### config.mk
export PLATFORM = sky130hd
export DESIGN_NAME = header_param_sequencer
export DESIGN_NICKNAME = d
export VERILOG_FILES = /design/src/rtl/header_param_sequencer.sv
export SDC_FILE = /design/constraint.sdc
export NUM_CORES = 1
export LEC_CHECK = 0
export BUFFER_PORTS_ARGS = -buffer_cell sky130_fd_sc_hd__buf_2
export CAP_MARGIN = 30
export CORE_MARGIN = 1
export CORE_UTILIZATION = 49
export DETAILED_ROUTE_END_ITERATION = 8
export GPL_TIMING_DRIVEN = 0
export MAX_ROUTING_LAYER = met4
export PLACE_DENSITY = 0.86
export SLEW_MARGIN = 5
export SYNTH_ARGS = -nofsm -noshare
export SYNTH_HDL_FRONTEND = slang
export SYNTH_SLANG_ARGS = --single-unit
### constraint.sdc
create_clock -name clk -period 7.2 [get_ports clk]
set_input_delay 1.8 -clock clk [delete_from_list [all_inputs] [get_ports clk]]
set_output_delay 1.8 -clock clk [all_outputs]
set_load 0.05 [all_outputs]
### src/rtl/header_param_sequencer.sv
// ============================================================================
// header_param_sequencer
// Holds one parsed header set on the validator bus and commits or rejects it
// based on the registered verdict. HDR_SEQ_TIMEOUT_EN enables the CHECK timeout.
// Revision: 1.0
// ============================================================================
`default_nettype none

module header_param_sequencer #(
    parameter int unsigned TIMEOUT_CYCLES = 15
) (
    input  logic        clk,
    input  logic        reset,
    input  logic        hdr_valid,
    output logic        hdr_ready,
    input  logic [7:0]  hdr_profile,
    input  logic [15:0] hdr_width,
    input  logic [15:0] hdr_height,
    input  logic [7:0]  hdr_fps,
    input  logic [1:0]  hdr_chroma_format,
    input  logic [3:0]  hdr_bit_depth,
    input  logic [5:0]  hdr_qp,
    input  logic        hdr_tiles_enabled,
    input  logic [3:0]  hdr_tile_cols,
    input  logic [3:0]  hdr_tile_rows,
    output logic [7:0]  chk_profile,
    output logic [15:0] chk_width,
    output logic [15:0] chk_height,
    output logic [7:0]  chk_fps,
    output logic [1:0]  chk_chroma_format,
    output logic [3:0]  chk_bit_depth,
    output logic [5:0]  chk_qp,
    output logic        chk_tiles_enabled,
    output logic [3:0]  chk_tile_cols,
    output logic [3:0]  chk_tile_rows,
    input  logic        chk_valid,
    input  logic        chk_done,
    output logic [7:0]  cfg_profile,
    output logic [15:0] cfg_width,
    output logic [15:0] cfg_height,
    output logic [7:0]  cfg_fps,
    output logic [1:0]  cfg_chroma_format,
    output logic [3:0]  cfg_bit_depth,
    output logic [5:0]  cfg_qp,
    output logic        cfg_tiles_enabled,
    output logic [3:0]  cfg_tile_cols,
    output logic [3:0]  cfg_tile_rows,
    output logic        cfg_valid,
    output logic        cfg_update,
    output logic        err,
    output logic [1:0]  err_code,
    output logic [7:0]  err_count,
    output logic        busy
);

    localparam int SET_W = 69;

    typedef enum logic [1:0] {
        S_IDLE   = 2'd0,
        S_SETTLE = 2'd1,
        S_CHECK  = 2'd2
    } state_t;

    state_t             state_q, state_d;
    logic [SET_W-1:0]   hdr_set;
    logic [SET_W-1:0]   chk_q, chk_d;
    logic [SET_W-1:0]   cfg_q, cfg_d;
    logic               cfg_valid_q, cfg_valid_d;
    logic               cfg_update_q, cfg_update_d;
    logic               err_q, err_d;
    logic [1:0]         err_code_q, err_code_d;
    logic [7:0]         err_count_q, err_count_d;
    logic [7:0]         err_count_inc;

    // Fields are carried as one packed word; order matches the port list.
    assign hdr_set = {hdr_profile, hdr_width, hdr_height, hdr_fps, hdr_chroma_format,
                      hdr_bit_depth, hdr_qp, hdr_tiles_enabled, hdr_tile_cols, hdr_tile_rows};

    assign {chk_profile, chk_width, chk_height, chk_fps, chk_chroma_format,
            chk_bit_depth, chk_qp, chk_tiles_enabled, chk_tile_cols, chk_tile_rows} = chk_q;

    assign {cfg_profile, cfg_width, cfg_height, cfg_fps, cfg_chroma_format,
            cfg_bit_depth, cfg_qp, cfg_tiles_enabled, cfg_tile_cols, cfg_tile_rows} = cfg_q;

    assign hdr_ready     = (state_q == S_IDLE);
    assign busy          = (state_q != S_IDLE);
    assign cfg_valid     = cfg_valid_q;
    assign cfg_update    = cfg_update_q;
    assign err           = err_q;
    assign err_code      = err_code_q;
    assign err_count     = err_count_q;
    assign err_count_inc = (err_count_q == 8'hFF) ? 8'hFF : err_count_q + 8'd1;

`ifdef HDR_SEQ_TIMEOUT_EN
    logic [7:0] tcnt_q, tcnt_d;
    logic       timeout_hit;

    assign timeout_hit = (tcnt_q == 8'(TIMEOUT_CYCLES));

    always_ff @(posedge clk or posedge reset) begin
        if (reset) begin
            tcnt_q <= 8'd0;
        end else begin
            tcnt_q <= tcnt_d;
        end
    end
`else
    logic unused_timeout_cycles;
    assign unused_timeout_cycles = ^TIMEOUT_CYCLES;
`endif

    always_ff @(posedge clk or posedge reset) begin
        if (reset) begin
            state_q      <= S_IDLE;
            chk_q        <= '0;
            cfg_q        <= '0;
            cfg_valid_q  <= 1'b0;
            cfg_update_q <= 1'b0;
            err_q        <= 1'b0;
            err_code_q   <= 2'b00;
            err_count_q  <= 8'd0;
        end else begin
            state_q      <= state_d;
            chk_q        <= chk_d;
            cfg_q        <= cfg_d;
            cfg_valid_q  <= cfg_valid_d;
            cfg_update_q <= cfg_update_d;
            err_q        <= err_d;
            err_code_q   <= err_code_d;
            err_count_q  <= err_count_d;
        end
    end

    always_comb begin
        state_d      = state_q;
        chk_d        = chk_q;
        cfg_d        = cfg_q;
        cfg_valid_d  = cfg_valid_q;
        cfg_update_d = 1'b0;
        err_d        = 1'b0;
        err_code_d   = err_code_q;
        err_count_d  = err_count_q;
`ifdef HDR_SEQ_TIMEOUT_EN
        tcnt_d       = tcnt_q;
`endif
        case (state_q)
            S_IDLE: begin
                if (hdr_valid) begin
                    chk_d   = hdr_set;
                    state_d = S_SETTLE;
                end
            end
            S_SETTLE: begin
                // The validator registers its verdict for the new set here.
`ifdef HDR_SEQ_TIMEOUT_EN
                tcnt_d  = 8'd0;
`endif
                state_d = S_CHECK;
            end
            S_CHECK: begin
                if (chk_done) begin
                    state_d = S_IDLE;
                    if (chk_valid) begin
                        cfg_d        = chk_q;
                        cfg_valid_d  = 1'b1;
                        cfg_update_d = 1'b1;
                        err_code_d   = 2'b00;
                    end else begin
                        err_d       = 1'b1;
                        err_code_d  = 2'b01;
                        err_count_d = err_count_inc;
                    end
                end
`ifdef HDR_SEQ_TIMEOUT_EN
                else if (timeout_hit) begin
                    state_d     = S_IDLE;
                    err_d       = 1'b1;
                    err_code_d  = 2'b10;
                    err_count_d = err_count_inc;
                end else begin
                    tcnt_d = tcnt_q + 8'd1;
                end
`endif
            end
            default: state_d = S_IDLE;
        endcase
    end

endmodule

`default_nettype wire

==> summary.md <==
| Metric | Value |
|---|---|
| Gr ovfl total | 0 |
| Hold Path Class | reg -> reg |
| Synth area leaders | dfrtp_1 62%, mux2_4 17%, mux2_2 14% |
| Post-route cell area | just over 8000 µm² |
| Distinct cell type count after synthesis | 30 |
| Max frequency | ~0.31 GHz |
| I/O Buffers | ~230 |
| Placed cell area | roughly 7500 µm² |
| Status | completed |
| WL/cell | 16.8 µm |
| Final Wtd Congestion | about 0.79 |
| R2r endpoint | cfg_q[5]$_DFFE_PP0P_ |
| R2R Setup Slk | roughly 5600 ps |
| Headroom to the max-slew limit | 0.640 |
| Diodes inserted | 0 |
| First-pass GRT wire length | slightly above 20000 µm |
| Die area | roughly 13000 µm² |
| Area fraction of the dominant cell type after synthesis | 0.617 |
| Hold_sp | cfg_valid$_DFFE_PP0P_ |
| Synth cell count leaders | 152 x dfrtp_1, 74 x mux2_2, 69 x mux2_4, 8 x buf_12 |
| Buf/Inv on CP | 2 |
| Cells after Synth | between 300 and 400 |
| FFs w/ async S/R, synth | 1.00 |
| Core Box Area | 12100 µm² |
| Max-slew violations | 0 |
| Critical path peak fanout | 4 |
| Slew @ Worst Pin | 539 ps |
| Drt first pass iters | 6 |
| Die width | around 110 µm |
| Row cnt | 40 |
| Post-CTS Setup Bufs | 0 |
| Clock sink total | 152 |
| Worst path arrival time | about 1400 ps |
| Final HPWL DP | 9480 µm |
| Worst setup EP type | primary output |
| Crit path kind | reg -> out |
| CP startpoint kind | flop |
| Sequential share of the synthesized area | 0.617 |
| Largest net degree at the start of global routing | between 90 and 100 |
| Root Buffer Master | clkbuf_16 |
| Area of the multi-input gates | 2100 µm² |
| Proportion of layout cells with a drive suffix above 1 | 0.691 |
| Primary FF master, synth | dfrtp_1 |
| CP max-delay cell | dfrtp_1 |
| Final Hold Vio Count | 0 |
| ANT nets after route | 0 |
| Layout overhead on the synthesized area | 31.2% |
| Hold Buf Count CTS | 0 |
| Tmin final | around 3200 ps |
| Clk_lat worst skew | 410 ps |
| Die height | about 110 µm |
| H-tree Lvls | 4 |
| Fin crit share | 0.442 |
| Vias per cell | 4.90 |
| Syn nets | roughly 430 |
| EDFF count, synth | 0 |
| Aggregate global-route resource usage | 0.215 |
| Fillers | 888 |
| Final setup viols | 0 |
| Sequential cell area | 3800 µm² |
| Hold path endpoint | cfg_valid$_DFFE_PP0P_ |
| CP delay by family, top | flip-flops |
| Clock skew | approximately 6.4 ps |
| Initial Util | 0.509 |
| Iter 0 DRT Violations | between 150 and 200 |
| CP peak stage delay | 410 ps |
| Via count | roughly 3800 |
| Worst-path clk slew | 60 ps |
| Cell with the most instances after synthesis | dfrtp_1 |
| Critical-path cell list | or2_4 -> inv_2 -> buf_2 |
| RSZ-0062 raised after global routing | no |
| DRC violations left | 0 |
| Antenna violations before repair | 0 |
| Cell depth of the worst hold path | 1 |
| Synthesized area per cell | ~17 µm² |
| Synthesis-stage register bit count | around 150 |
| Reg2reg path depth | 4 |
| Cts repair resizes | 0 |
| Final #Nets | around 670 |
| Sum of negative setup slack | 0 ps |
| Max_cap viols | 0 |
| CTS tree | done |
| Mapped Area | slightly above 6000 µm² |
| Final WL | ~13000 µm |
| Vias in the first global route | ~4000 |
| Cts bufs inserted | 17 |
| Clock Path Buffers | 2 |
| FF-to-FF Start | state_q[1]$_DFFE_PP0P_ |
| IO Count | between 200 and 250 |
| YS warnings | 0 |
| Yosys top cell by area | dfrtp_1 |
| Critical Path RT | about 5400 ps |
[metrics by stage]
step | std cells | util | hold WS, ps | setup slack, ps
global route | 780 | 0.667 | 517 | 3950
finish | 780 | 0.667 | 468 | 4010
global placement | 747 | 0.619 | 447 | -77.0
floorplan | 354 | - | 534 | 1310
detailed placement | 748 | 0.622 | 447 | 4040
CTS | 780 | 0.667 | 467 | 3990
[placed cells by master (no fill, tap or decap), drive strengths merged, types with 3 or more instances in the layout]
cell type	synthesis	final
dfrtp	152	152
clkinv	0	4
a21oi	4	4
inv	6	9
nand2b	3	3
mux2	143	143
o21ai	3	3
clkbuf	0	17
nor2	5	5
nand2	4	4
buf	16	242
clkinvlp	0	7
[how the worst max path moves through the flow]
stage,slack (ps),cells after the start,startpoint,end
after floorplan,1310,1,reset,cfg_q[0]$_DFFE_PP0P_
after global placement,-80,2,reset,err_count[2]$_DFFE_PP0P_
after detailed placement,4040,5,chk_done,cfg_q[5]$_DFFE_PP0P_
after CTS,3990,3,state_q[1]$_DFFE_PP0P_,hdr_ready
after global routing,3950,3,state_q[1]$_DFFE_PP0P_,hdr_ready
final,4010,3,state_q[1]$_DFFE_PP0P_,hdr_ready
[metal layers]
layer / routed length [µm] / track usage / up-vias
met1: 5510 / 0.267 / 1904
met2: 6650 / 0.344 / 164
met4: 152 / 0.0632 / 0
li1: - / - / 1738
met5: 0 / - / -
met3: 751 / 0.0619 / 18
[layout make-up]
type,instances,share of cell area
tap,168,0.0260
sequential,152,0.471
clock buffer,17,0.0526
multi-input combinational,180,0.259
clock inverter,15,0.0159
timing repair buffer,226,0.143
inverter,6,0.00341
buffer,16,0.0296
[sequential cells by signal, indices dropped and copies added (netlist names)]
| register | cells |
|---|---|
| chk_q | 69 |
| err_count | 8 |
| err | 1 |
| cfg_update | 1 |
| cfg_valid | 1 |
| state_q | 2 |
| cfg_q | 69 |
| err_code | 1 |
[logic make-up after synthesis]
logic type / count (synthesis) / share of synthesized area
multiplexers: 143 / 0.303
other: 1 / 0.000609
AND/OR/NAND/NOR: 25 / 0.0242
AO/OA/AOI/OAI: 10 / 0.00995
adder cells (fa/ha/maj): 1 / 0.00203
flip-flops: 152 / 0.617
buffers and inverters: 22 / 0.0424
Power is left out: the tool's default activity adds up to more than one toggle a clock period on the data nets, which glitch-free logic cannot reach.
